## config.mk

```make
export PLATFORM = sky130hd
export DESIGN_NAME = ifetch_unit
export DESIGN_NICKNAME = d
export VERILOG_FILES = /design/src/rtl/mips_pkg.sv /design/src/rtl/fetch_fifo.sv /design/src/rtl/ifetch_unit.sv
export SDC_FILE = /design/constraint.sdc
export NUM_CORES = 1
export LEC_CHECK = 0
export BUFFER_PORTS_ARGS = -buffer_cell sky130_fd_sc_hd__buf_2
export CAP_MARGIN = 20
export CORE_MARGIN = 5
export CORE_UTILIZATION = 54
export DETAILED_ROUTE_END_ITERATION = 7
export GPL_TIMING_DRIVEN = 0
export PLACE_DENSITY = 0.79
export SLEW_MARGIN = 15
export SYNTH_ARGS = -nofsm -noshare
export SYNTH_HDL_FRONTEND = slang
export SYNTH_SLANG_ARGS = --single-unit
```

## constraint.sdc

```tcl
create_clock -name clk -period 3.27 [get_ports clk]
set_input_delay 0.327 -clock clk [delete_from_list [all_inputs] [get_ports clk]]
set_output_delay 0.327 -clock clk [all_outputs]
set_load 0.02 [all_outputs]
```

## src/rtl/mips_pkg.sv

```systemverilog
// Shared widths, constants and fetch FSM encoding for the MIPS front end.
package mips_pkg;

  localparam int unsigned PC_W    = 10;
  localparam int unsigned INSTR_W = 32;
  localparam logic [31:0] NOP     = 32'h0000_0000;

  typedef enum logic [1:0] {
    S_IDLE  = 2'd0,
    S_RUN   = 2'd1,
    S_FLUSH = 2'd2
  } fetch_state_t;

endpackage

```

## src/rtl/fetch_fifo.sv

```systemverilog
// Small output buffer for fetched words: DEPTH entries, push/pop/clear,
// occupancy count and head-of-queue output.
module fetch_fifo #(
  parameter int unsigned WIDTH = 43,
  parameter int unsigned DEPTH = 2
) (
  input  logic                     clk,
  input  logic                     rst,
  input  logic                     push,
  input  logic [WIDTH-1:0]         push_data,
  input  logic                     pop,
  input  logic                     clear,
  output logic [$clog2(DEPTH):0]   count,
  output logic [WIDTH-1:0]         head
);

  localparam int unsigned AW = $clog2(DEPTH);

  logic [WIDTH-1:0] mem [DEPTH];
  logic [AW-1:0]    wr_ptr;
  logic [AW-1:0]    rd_ptr;

  // Storage, wrapping pointers and occupancy; clear drops everything at once.
  always_ff @(posedge clk or negedge rst) begin
    if (!rst) begin
      wr_ptr <= '0;
      rd_ptr <= '0;
      count  <= '0;
      mem    <= '{default: '0};
    end else if (clear) begin
      wr_ptr <= '0;
      rd_ptr <= '0;
      count  <= '0;
    end else begin
      if (push) begin
        mem[wr_ptr] <= push_data;
        wr_ptr      <= wr_ptr + 1'b1;
      end
      if (pop) begin
        rd_ptr <= rd_ptr + 1'b1;
      end
      case ({push, pop})
        2'b10:   count <= count + 1'b1;
        2'b01:   count <= count - 1'b1;
        default: ;
      endcase
    end
  end

  assign head = mem[rd_ptr];

endmodule

```

## src/rtl/ifetch_unit.sv

```systemverilog
// Instruction fetch stage: issues 1-cycle-latency imem reads for pc_in,
// buffers returned words with their PC, hands them to decode over
// valid/ready, back-pressures the PC and flushes on redirect.
module ifetch_unit #(
  parameter int unsigned PC_W    = mips_pkg::PC_W,
  parameter int unsigned INSTR_W = mips_pkg::INSTR_W,
  parameter int unsigned DEPTH   = 2
) (
  input  logic               clk,
  input  logic               rst,
  input  logic [PC_W-1:0]    pc_in,
  input  logic               redirect,
  output logic               pc_stall,
  output logic               imem_en,
  output logic [PC_W-3:0]    imem_addr,
  input  logic [INSTR_W-1:0] imem_rdata,
  output logic               instr_valid,
  output logic [INSTR_W-1:0] instr,
  output logic [PC_W-1:0]    instr_pc,
  output logic               instr_misalign,
  input  logic               dec_ready
);

  import mips_pkg::*;

  localparam int unsigned AW = $clog2(DEPTH);
  localparam int unsigned EW = INSTR_W + PC_W + 1;

  fetch_state_t    state;
  fetch_state_t    state_next;

  logic            inflight;
  logic [PC_W-1:0] infl_pc;
  logic            infl_mis;

  logic [AW:0]     count;
  logic [EW-1:0]   head;
  logic [AW+1:0]   occ;

  logic            active;
  logic            flush;
  logic            squash;
  logic            push;
  logic            deq;
  logic            issue;

  assign active      = (state != S_IDLE);
  assign flush       = redirect & active;
  // The response to a fetch issued last cycle lands in the redirect cycle
  // itself, so squashing it is just suppressing that push.
  assign squash      = inflight & redirect;
  assign push        = inflight & ~squash;
  assign instr_valid = (count != '0) & ~redirect;
  assign deq         = instr_valid & dec_ready;
  // Slots that will be committed after this edge: buffered + returning - leaving.
  assign occ         = {1'b0, count} + {{(AW+1){1'b0}}, inflight}
                     - {{(AW+1){1'b0}}, deq};
  assign issue       = active & ~redirect & (occ < (AW+2)'(DEPTH));
  assign imem_addr   = pc_in[PC_W-1:2];

  assign {instr, instr_pc, instr_misalign} = head;

  fetch_fifo #(
    .WIDTH (EW),
    .DEPTH (DEPTH)
  ) u_fifo (
    .clk       (clk),
    .rst       (rst),
    .push      (push),
    .push_data ({imem_rdata, infl_pc, infl_mis}),
    .pop       (deq),
    .clear     (flush),
    .count     (count),
    .head      (head)
  );

  // FSM state register.
  always_ff @(posedge clk or negedge rst) begin
    if (!rst) begin
      state <= S_IDLE;
    end else begin
      state <= state_next;
    end
  end

  // Tracks the single outstanding read and the PC it was issued for.
  always_ff @(posedge clk or negedge rst) begin
    if (!rst) begin
      inflight <= 1'b0;
      infl_pc  <= '0;
      infl_mis <= 1'b0;
    end else begin
      inflight <= issue;
      if (issue) begin
        infl_pc  <= pc_in;
        infl_mis <= (pc_in[1:0] != 2'b00);
      end
    end
  end

  // Next-state and issue/stall outputs.
  always_comb begin
    state_next = state;
    imem_en    = 1'b0;
    pc_stall   = 1'b1;
    case (state)
      S_IDLE:  state_next = S_RUN;
      S_RUN:   if (redirect) state_next = S_FLUSH;
      S_FLUSH: if (!redirect) state_next = S_RUN;
      default: state_next = S_IDLE;
    endcase
    if (issue) begin
      imem_en  = 1'b1;
      pc_stall = 1'b0;
    end
  end

endmodule

```

==> impl_metrics.json, run 1 <==
{
  "critical-path-top-delay-family": "adder cells",
  "fin_nets": 466,
  "fin_crit_sh": 0.948,
  "start_kind": "flip-flop",
  "synth_largest_area_cell": "dfrtp_1",
  "numPortBuffers": 99,
  "yosys-top-cells-count": "mux2_2, dfrtp_1, buf_4",
  "pwr-share-clk": 0.136,
  "area_growth_pct": 18.4,
  "std_cell_rows": 33,
  "ff2ff_setup_slack_ns": 0.62,
  "clkLatencyLatePin_ns": 0.36,
  "clkTransAtPathRegs_ns": 0.09,
  "crit_fanout": 11,
  "r2r_start": "u_fifo.count[1]$_DFFE_PN0P_",
  "r2r-end": "infl_pc[9]$_DFFE_PN0P_",
  "peakVddDrop_v": 0.000479,
  "syn_inst": 305,
  "synthDistinctLibCells": 36,
  "grt_pass1_vias": 3041,
  "drv_slew": 0,
  "antennaDiodeCount": 0,
  "grt_use_total": 0.180,
  "die_h_um": 103,
  "seq_power_share": 0.408,
  "drt_pass1_iterations": 4,
  "max_cap_violations": 0,
  "clockRootBuffer": "clkbuf_8",
  "rsz0062_at_grt": "false",
  "gr-total-overflow": 0,
  "cp-end-kind": "primary output",
  "outcome": "complete, no violations",
  "gp_congestion": 0.758,
  "r2r_cells": 9,
  "ys.flop_type": "dfrtp_1",
  "synth_edf_count": 0,
  "avgRoutedWirePerCell_um": 16.9,
  "drc_errors": 0,
  "ant_nets": 0,
  "grt_max_degree": 55,
  "power_per_cell_area_mw_per_mm2": 1000,
  "clock_sinks": 104,
  "power_mw": 5.52,
  "p_leak_nw": 2.60,
  "drtIter0Drc": 39,
  "final_cells": 526,
  "layout-drive-gt1-share": 0.665,
  "cp_num_buf_inv": 3,
  "antenna_found_initial": 0,
  "synth_area_mm2": 0.00466,
  "finalHoldViolCount": 0,
  "dp_hpwl_mm": 6.43,
  "cts_buffer_depth": 2,
  "numCtsBuffers": 9,
  "grt_pass1_wl_mm": 14.6,
  "startpoint": "u_fifo.count[1]$_DFFE_PN0P_",
  "ys_warn_count": 0,
  "yosysSeqAreaShare": 0.559,
  "crit_type": "flip-flop to primary output",
  "cts_tree": "yes",
  "required_ns": 2.94,
  "setup_viol_count_final": 0,
  "cpPeakStageDelay_ns": 0.48,
  "yosysTopAreaCellShare": 0.559,
  "pwr-share-comb": 0.457,
  "die_w_um": 103,
  "path_depth": 10,
  "io_pins": 100,
  "worstMarginPinSlew_ns": 0.515,
  "dieArea_mm2": 0.0106,
  "crit_chain": "o21bai_2 -> nor2_1 -> ha_1 -> nand2b_1 -> fa_1 -> xor2_1 -> nor4b_4 -> buf_8 -> inv_1 -> buf_2",
  "p_switching_mw": 1.94,
  "synthTopCellsByArea": "dfrtp_1, mux2_2, mux2_4",
  "slowest_stage": "dfrtp_2",
  "nFillCells": 638,
  "yosysMostFrequentCell": "mux2_2",
  "htree_levels": 3,
  "clock.fmax_mhz": 323,
  "tns_ns": 0,
  "finalCriticalPeriod_ns": 3.10,
  "clock_skew_ns": 0.0107,
  "endpoint": "pc_stall",
  "core_area_mm2": 0.00830,
  "multi_input_area_mm2": 0.00186,
  "start_util": 0.561,
  "crit_arrival_ns": 2.77,
  "viasPerCell": 5.35,
  "dp.cells": 510,
  "routed_wl_mm": 8.90,
  "seq_area_mm2": 0.00260,
  "synth.avg_cell_area_um2": 15.3,
  "synth-seq-cells": 104,
  "num_vias": 2812,
  "internal_power_mw": 3.58,
  "synthArstFlopShare": 1.00,
  "slew_headroom": 0.653,
  "worstHoldPathType": "primary input to flip-flop",
  "synth_nets": 353,
  "p_sw_frac": 0.352
}
## placed cells by master (no fill, tap or decap), drive strengths merged, types with 2 or more instances in the layout
| cell | synthesis | layout |
|---|---|---|
| nand2b | 2 | 2 |
| clkinv | 0 | 2 |
| dfrtp | 104 | 104 |
| nor2 | 4 | 4 |
| inv | 5 | 5 |
| buf | 23 | 124 |
| xor2 | 2 | 2 |
| mux2 | 138 | 138 |
| clkbuf | 1 | 11 |
| o21ai | 6 | 6 |
## what timing repair did
item | 4_1_cts | 5_1_grt
buffers inserted | 1 | 0
gates resized for setup | 1 | 1
pin swaps | 1 | 1
hold buffers | 1 | 0
gates cloned | 0 | 0
hold endpoints to repair | 53 | 0
setup endpoints to repair | 2 | 2
## power by group through the flow
stage                     sequential, mW  clock (mW)  combinational, mW
after floorplan                     2.17           0               1.93
after global placement              2.22           0               2.48
after detailed placement            2.29           0               2.55
after CTS                           2.26       0.771               2.58
after global routing                2.34       0.814               2.73
final                               2.25       0.749               2.52
## metal layers
layer	global-route usage	part of all wire
met1	0.233	0.43
met2	0.307	0.51
met3	0.0298	0.049
met4	0.0627	0.016
met5	0	0
## sequential cells by signal (all words and copies together), names as in the netlist
| signal | count |
|---|---|
| state | 2 |
| u_fifo.count | 2 |
| inflight | 1 |
| u_fifo.wr_ptr | 1 |
| infl_mis | 1 |
| u_fifo.rd_ptr | 1 |
| infl_pc | 10 |
| u_fifo.mem | 86 |
## per-stage QoR
step	area (um^2)	hold slack, ns	util	setup slack, ns
2_1_floorplan	4660	0.0314	-	0.626
3_3_place_gp	5280	0.460	0.637	0.244
3_5_place_dp	5320	0.319	0.641	0.192
4_1_cts	5510	0.175	0.664	0.0545
5_1_grt	5520	0.190	0.665	0.0337
6_report	5520	0.186	0.665	0.171
## area by class of cell
cell class | count | area share
clock buffer | 10 | 0.0231
clock inverter | 4 | 0.00862
tap | 105 | 0.0238
buffer | 24 | 0.0324
inverter | 5 | 0.00340
timing repair buffer | 102 | 0.0991
sequential | 104 | 0.472
multi-input combinational | 172 | 0.337
## worst min-delay path by stage
| stage | start | endpoint | slack (ns) | cells after the start |
|---|---|---|---|---|
| 2_1_floorplan | rst | infl_mis$_DFFE_PN0P_ | 0.03 | 0 |
| 3_3_place_gp | u_fifo.mem[0]$_DFFE_PN0P_ | u_fifo.mem[0]$_DFFE_PN0P_ | 0.46 | 2 |
| 3_5_place_dp | rst | infl_pc[0]$_DFFE_PN0P_ | 0.32 | 1 |
| 4_1_cts | imem_rdata[26] | u_fifo.mem[37]$_DFFE_PN0P_ | 0.17 | 2 |
| 5_1_grt | imem_rdata[26] | u_fifo.mem[37]$_DFFE_PN0P_ | 0.19 | 2 |
| 6_report | imem_rdata[26] | u_fifo.mem[37]$_DFFE_PN0P_ | 0.19 | 2 |
## logic make-up (layout without fill, tap and decap cells)
family / Yosys count / after routing / share of synthesized area
xor+xnor: 3 / 3 / 0.00564
flops: 104 / 104 / 0.559
compound gates: 14 / 14 / 0.0207
mux: 139 / 139 / 0.341
buf+inv: 29 / 145 / 0.0424
simple gates: 14 / 14 / 0.0239
fa+ha+maj: 2 / 2 / 0.00699
Note: power is estimated with default switching activity, not from simulation.
==> inputs of run 2 (changes only) <==
--- a/config.mk
+++ b/config.mk
@@ -10,7 +10,9 @@
 export CORE_MARGIN = 5
 export CORE_UTILIZATION = 54
 export DETAILED_ROUTE_END_ITERATION = 7
+export GPL_ROUTABILITY_DRIVEN = 0
 export GPL_TIMING_DRIVEN = 0
+export MAX_ROUTING_LAYER = met4
 export PLACE_DENSITY = 0.79
 export SLEW_MARGIN = 15
 export SYNTH_ARGS = -nofsm -noshare
==> impl_metrics.json, run 2 (same netlist as run 1, synthesis figures left out) <==
{
  "grt_use_met1": 0.237,
  "cts_buffer_depth": 2,
  "cp-end-kind": "primary output",
  "crit_type": "flip-flop to primary output",
  "die_h_um": 103,
  "ant_nets": 0,
  "clock_skew_ns": 0.0126,
  "drv_slew": 0,
  "clock.fmax_mhz": 322,
  "peakVddDrop_v": 0.000477,
  "io_pins": 100,
  "routed_wl_mm": 8.89,
  "fin_nets": 466,
  "clkTransAtPathRegs_ns": 0.09,
  "final_area_mm2": 0.00552,
  "met2_usage": 0.307,
  "dp_hpwl_mm": 6.43,
  "grt_max_degree": 55,
  "gr-total-overflow": 0,
  "hold_path_startpoint": "imem_rdata[26]",
  "htree_levels": 3,
  "power_mw": 5.52,
  "power_per_cell_area_mw_per_mm2": 1000,
  "hold_slack_ns": 0.187,
  "viasPerCell": 5.34,
  "met3_usage": 0.0244,
  "tns_ns": 0,
  "antennaDiodeCount": 0,
  "largest_register": "u_fifo.mem",
  "clockRootBuffer": "clkbuf_8",
  "drt_pass1_iterations": 4,
  "startpoint": "u_fifo.count[1]$_DFFE_PN0P_",
  "slew_headroom": 0.652,
  "antenna_found_initial": 0,
  "start_kind": "flip-flop",
  "grt.busiest_layer": "met2",
  "top_regs": "u_fifo.mem x86, infl_pc x10",
  "drc_errors": 0,
  "finalCriticalPeriod_ns": 3.10,
  "mostFrequentLayoutCell": "mux2_2",
  "max_cap_violations": 0,
  "num_vias": 2810,
  "fin_crit_sh": 0.949,
  "drtIter0Drc": 46,
  "r2r_start": "u_fifo.count[1]$_DFFE_PN0P_",
  "grt_pass1_vias": 3042,
  "avgRoutedWirePerCell_um": 16.9,
  "rsz0062_at_grt": "false",
  "p_leak_nw": 2.60,
  "std_cell_rows": 33,
  "final_cell_mix": "mux2_2, buf_2, dfrtp_1",
  "required_ns": 2.94,
  "clock_sinks": 104,
  "numPortBuffers": 99,
  "start_util": 0.561,
  "cts_tree": "yes",
  "worstHoldPathType": "primary input to flip-flop",
  "clkLatencyLatePin_ns": 0.35,
  "crit_arrival_ns": 2.78,
  "layout-drive-gt1-share": 0.665,
  "setup_viol_count_final": 0,
  "grt_use_total": 0.185,
  "core_area_mm2": 0.00830,
  "finalHoldViolCount": 0,
  "outcome": "complete, no violations",
  "numCtsBuffers": 9,
  "place_area_mm2": 0.00532,
  "area_growth_pct": 18.4,
  "die_w_um": 103,
  "crit_fanout": 11,
  "grt_pass1_wl_mm": 14.6,
  "dieArea_mm2": 0.0106,
  "worstMarginPinSlew_ns": 0.517,
  "largest_reg_flops": 86
}
run 2: cell counts in the layout (fill, tap and decap cells not counted):
No cell type changed its count.
run 2: per-stage QoR:
step                       util  cells  setup slack, ns
after floorplan               -    305            0.626
after global placement    0.637    509            0.244
after detailed placement  0.641    510            0.192
after CTS                 0.664    526           0.0545
after global routing      0.665    526           0.0337
final                     0.665    526            0.166
run 2: cell type report:
cell class / count / area (um^2)
clock buffers: 10 / 128
multi-input cells: 172 / 1860
repair buffers: 102 / 547
well taps: 105 / 131
fillers: 638 / 2780
plain buffers: 24 / 179
clock inverters: 4 / 47.5
inverters: 5 / 18.8
flip-flops and latches: 104 / 2600
run 2: metal layers:
metal	share of wire	up-vias
met4	0.015	0
met5	0	-
li1	-	1305
met3	0.043	11
met1	0.43	1431
met2	0.51	63
run 2: what timing repair did:
action                                  CTS  global route
pin swaps                                 1             1
endpoints found under the hold margin    53             0
resized for setup                         1             1
setup buffers                             1             0
hold buffers                              1             0
endpoints found under the setup margin    2             2
run 2: critical path, cell delays in order (launching register included):
cell and delay, ns:
dfrtp_2 0.48, o21bai_2 0.22, nor2_1 0.07, ha_1 0.26, nand2b_1 0.15, fa_1 0.38, xor2_1 0.17, nor4b_4 0.30
buf_8 0.21, inv_1 0.04, buf_2 0.15
run 2: report_power, final:
group | leakage (nW) | switching, mW | internal (mW)
Clock | 0.0880 | 0.403 | 0.344
Sequential | 1.25 | 0.329 | 1.92
Combinational | 1.27 | 1.21 | 1.31
run 2: path summary, 6_finish.rpt:
check | end | slack (ns) | cells past startpoint
hold reg to reg | u_fifo.mem[36]$_DFFE_PN0P_ | 0.49 | 1
max in group asynchronous | u_fifo.count[1]$_DFFE_PN0P_ | 2.15 | 3
min in group asynchronous | u_fifo.mem[82]$_DFFE_PN0P_ | 0.49 | 2
setup reg to reg | infl_pc[9]$_DFFE_PN0P_ | 0.61 | 9
setup / recovery | pc_stall | 0.17 | 10
hold / removal | u_fifo.mem[37]$_DFFE_PN0P_ | 0.19 | 2
==> inputs of run 3 (changes only) <==
--- a/config.mk
+++ b/config.mk
@@ -8,13 +8,15 @@
 export BUFFER_PORTS_ARGS = -buffer_cell sky130_fd_sc_hd__buf_2
 export CAP_MARGIN = 20
 export CORE_MARGIN = 5
-export CORE_UTILIZATION = 54
+export CORE_UTILIZATION = 56
+export CTS_BUF_LIST = sky130_fd_sc_hd__clkbuf_8
 export DETAILED_ROUTE_END_ITERATION = 7
 export GPL_ROUTABILITY_DRIVEN = 0
 export GPL_TIMING_DRIVEN = 0
 export MAX_ROUTING_LAYER = met4
-export PLACE_DENSITY = 0.79
+export PLACE_DENSITY = 0.82
 export SLEW_MARGIN = 15
 export SYNTH_ARGS = -nofsm -noshare
 export SYNTH_HDL_FRONTEND = slang
 export SYNTH_SLANG_ARGS = --single-unit
+export TNS_END_PERCENT = 20
==> impl_metrics.json, run 3 (same netlist as run 1, synthesis figures left out) <==
{
  "fin_crit_sh": 0.955,
  "mostFrequentLayoutCell": "mux2_2",
  "antennaDiodeCount": 0,
  "ant_nets": 0,
  "drtIter0Drc": 61,
  "final_cells": 528,
  "clkTransAtPathRegs_ns": 0.10,
  "finalCriticalPeriod_ns": 3.12,
  "required_ns": 2.94,
  "clockRootBuffer": "clkbuf_8",
  "largest_register": "u_fifo.mem",
  "avgRoutedWirePerCell_um": 17.5,
  "start_util": 0.570,
  "crit_type": "flip-flop to primary output",
  "crit_arrival_ns": 2.80,
  "rsz0062_at_grt": "false",
  "std_cell_rows": 33,
  "numPortBuffers": 99,
  "viasPerCell": 5.35,
  "dp_hpwl_mm": 6.60,
  "critical-path-top-delay-family": "adder cells",
  "p_switching_mw": 2.00,
  "clock_sinks": 104,
  "die_h_um": 101,
  "worstMarginPinSlew_ns": 0.606,
  "seq_area_mm2": 0.00260,
  "setup_viol_count_final": 0,
  "p_leak_nw": 2.64,
  "p_sw_frac": 0.347,
  "cts_buffer_depth": 2,
  "fin_nets": 467,
  "worstHoldPathType": "primary input to flip-flop",
  "clock.fmax_mhz": 320,
  "seq_power_share": 0.395,
  "internal_power_mw": 3.75,
  "drt_pass1_iterations": 4,
  "slowest_stage": "dfrtp_2",
  "io_pins": 100,
  "antenna_found_initial": 0,
  "crit_chain": "o21bai_4 -> nor2_1 -> ha_1 -> nand2b_1 -> fa_1 -> xor2_1 -> nor4b_4 -> buf_8 -> inv_1 -> buf_2",
  "tns_ns": 0,
  "numCtsBuffers": 9,
  "grt_max_degree": 59,
  "grt_pass1_vias": 3116,
  "largest_reg_flops": 86,
  "max_cap_violations": 0,
  "final_cell_mix": "mux2_2, buf_2, dfrtp_1",
  "gr-total-overflow": 0,
  "core_area_mm2": 0.00818,
  "clkLatencyLatePin_ns": 0.37,
  "routed_wl_mm": 9.23,
  "cp-end-kind": "primary output",
  "drc_errors": 0,
  "cts_tree": "yes",
  "grt_use_total": 0.200,
  "power_per_cell_area_mw_per_mm2": 1030,
  "start_kind": "flip-flop",
  "grt_pass1_wl_mm": 15.6,
  "finalHoldViolCount": 0,
  "multi_input_area_mm2": 0.00187,
  "area_growth_pct": 20.0,
  "pwr-share-comb": 0.444,
  "nFillCells": 591,
  "drv_slew": 0,
  "htree_levels": 3,
  "dieArea_mm2": 0.0102,
  "cp_num_buf_inv": 3,
  "peakVddDrop_v": 0.000510,
  "clock_skew_ns": 0.0105,
  "outcome": "complete, no violations",
  "dp.cells": 510,
  "top_regs": "u_fifo.mem x86, infl_pc x10",
  "cpPeakStageDelay_ns": 0.49,
  "num_vias": 2823,
  "slew_headroom": 0.592,
  "pwr-share-clk": 0.161,
  "die_w_um": 101,
  "crit_fanout": 11,
  "layout-drive-gt1-share": 0.669
}
[run 3: cell types whose count changed in the layout (fill, tap and decap cells not counted), sizes merged]
cell,before,now
bufinv,1,3
buf,124,125
clkbuf,11,10
clkinv,2,3
clkinvlp,1,0
[run 3: path summary, 6_finish.rpt]
path                       slack, ns  cells past startpoint                   startpoint                         end
min                             0.20                      2               imem_rdata[23]  u_fifo.mem[34]$_DFFE_PN0P_
min in group asynchronous       0.45                      2                          rst  u_fifo.mem[81]$_DFFE_PN0P_
min reg2reg                     0.51                      1   u_fifo.mem[85]$_DFFE_PN0P_  u_fifo.mem[85]$_DFFE_PN0P_
max reg2reg                     0.53                     10  u_fifo.count[1]$_DFFE_PN0P_      infl_pc[1]$_DFFE_PN0P_
max in group asynchronous       2.19                      3                          rst  u_fifo.mem[64]$_DFFE_PN0P_
max                             0.15                     10  u_fifo.count[1]$_DFFE_PN0P_                    pc_stall
[run 3: layer usage]
layer | track usage | vias to the layer above | part of all wire
met2 | 0.333 | 64 | 0.52
met1 | 0.252 | 1441 | 0.42
li1 | - | 1306 | -
met4 | 0.0552 | 0 | 0.012
met5 | - | - | 0
met3 | 0.0351 | 12 | 0.042
[run 3: stage by stage]
| step | utilization | cell area [um^2] | hold slack (ns) | power (mW) | worst slack (ns) |
|---|---|---|---|---|---|
| finish | 0.684 | 5590 | 0.199 | 5.74 | 0.147 |
| global route | 0.684 | 5590 | 0.186 | 6.08 | 0.00650 |
| floorplan | - | 4660 | 0.0314 | 4.10 | 0.626 |
| detailed placement | 0.650 | 5320 | 0.289 | 4.85 | 0.197 |
| global placement | 0.646 | 5280 | 0.458 | 4.70 | 0.273 |
| CTS | 0.682 | 5580 | 0.189 | 5.79 | 0.0287 |
[run 3: power groups by stage]
stage          clock (mW)  sequential (mW)  combinational (mW)
5_1_grt             0.994             2.34                2.75
2_1_floorplan           0             2.17                1.93
3_5_place_dp            0             2.29                2.56
3_3_place_gp            0             2.22                2.48
4_1_cts             0.937             2.27                2.58
6_report            0.925             2.27                2.55
[run 3: area by class of cell]
class                      instances  share of cell area
inverter                           5             0.00336
clock inverter                     6              0.0195
tap                              105              0.0235
timing repair buffer             103              0.0992
buffer                            24              0.0320
multi-input combinational        172               0.334
clock buffer                       9              0.0222
sequential                       104               0.466
[run 3: what timing repair did]
action | in CTS | in global routing
resized for setup | 2 | 1
pin swaps | 1 | 1
hold buffers | 1 | 0
endpoints found under the setup margin | 2 | 2
cloned | 0 | 0
hold endpoints to repair | 46 | 0
setup buffers | 1 | 1
[run 3: worst register-to-register path, cell delays in order (launching register included)]
cell      delay (ns)
dfrtp_2         0.49
o21bai_4        0.20
nor2_1          0.06
ha_1            0.26
nand2b_1        0.15
fa_1            0.37
xor2_1          0.17
nor4b_4         0.30
buf_4           0.17
buf_4           0.12
mux2_2          0.32
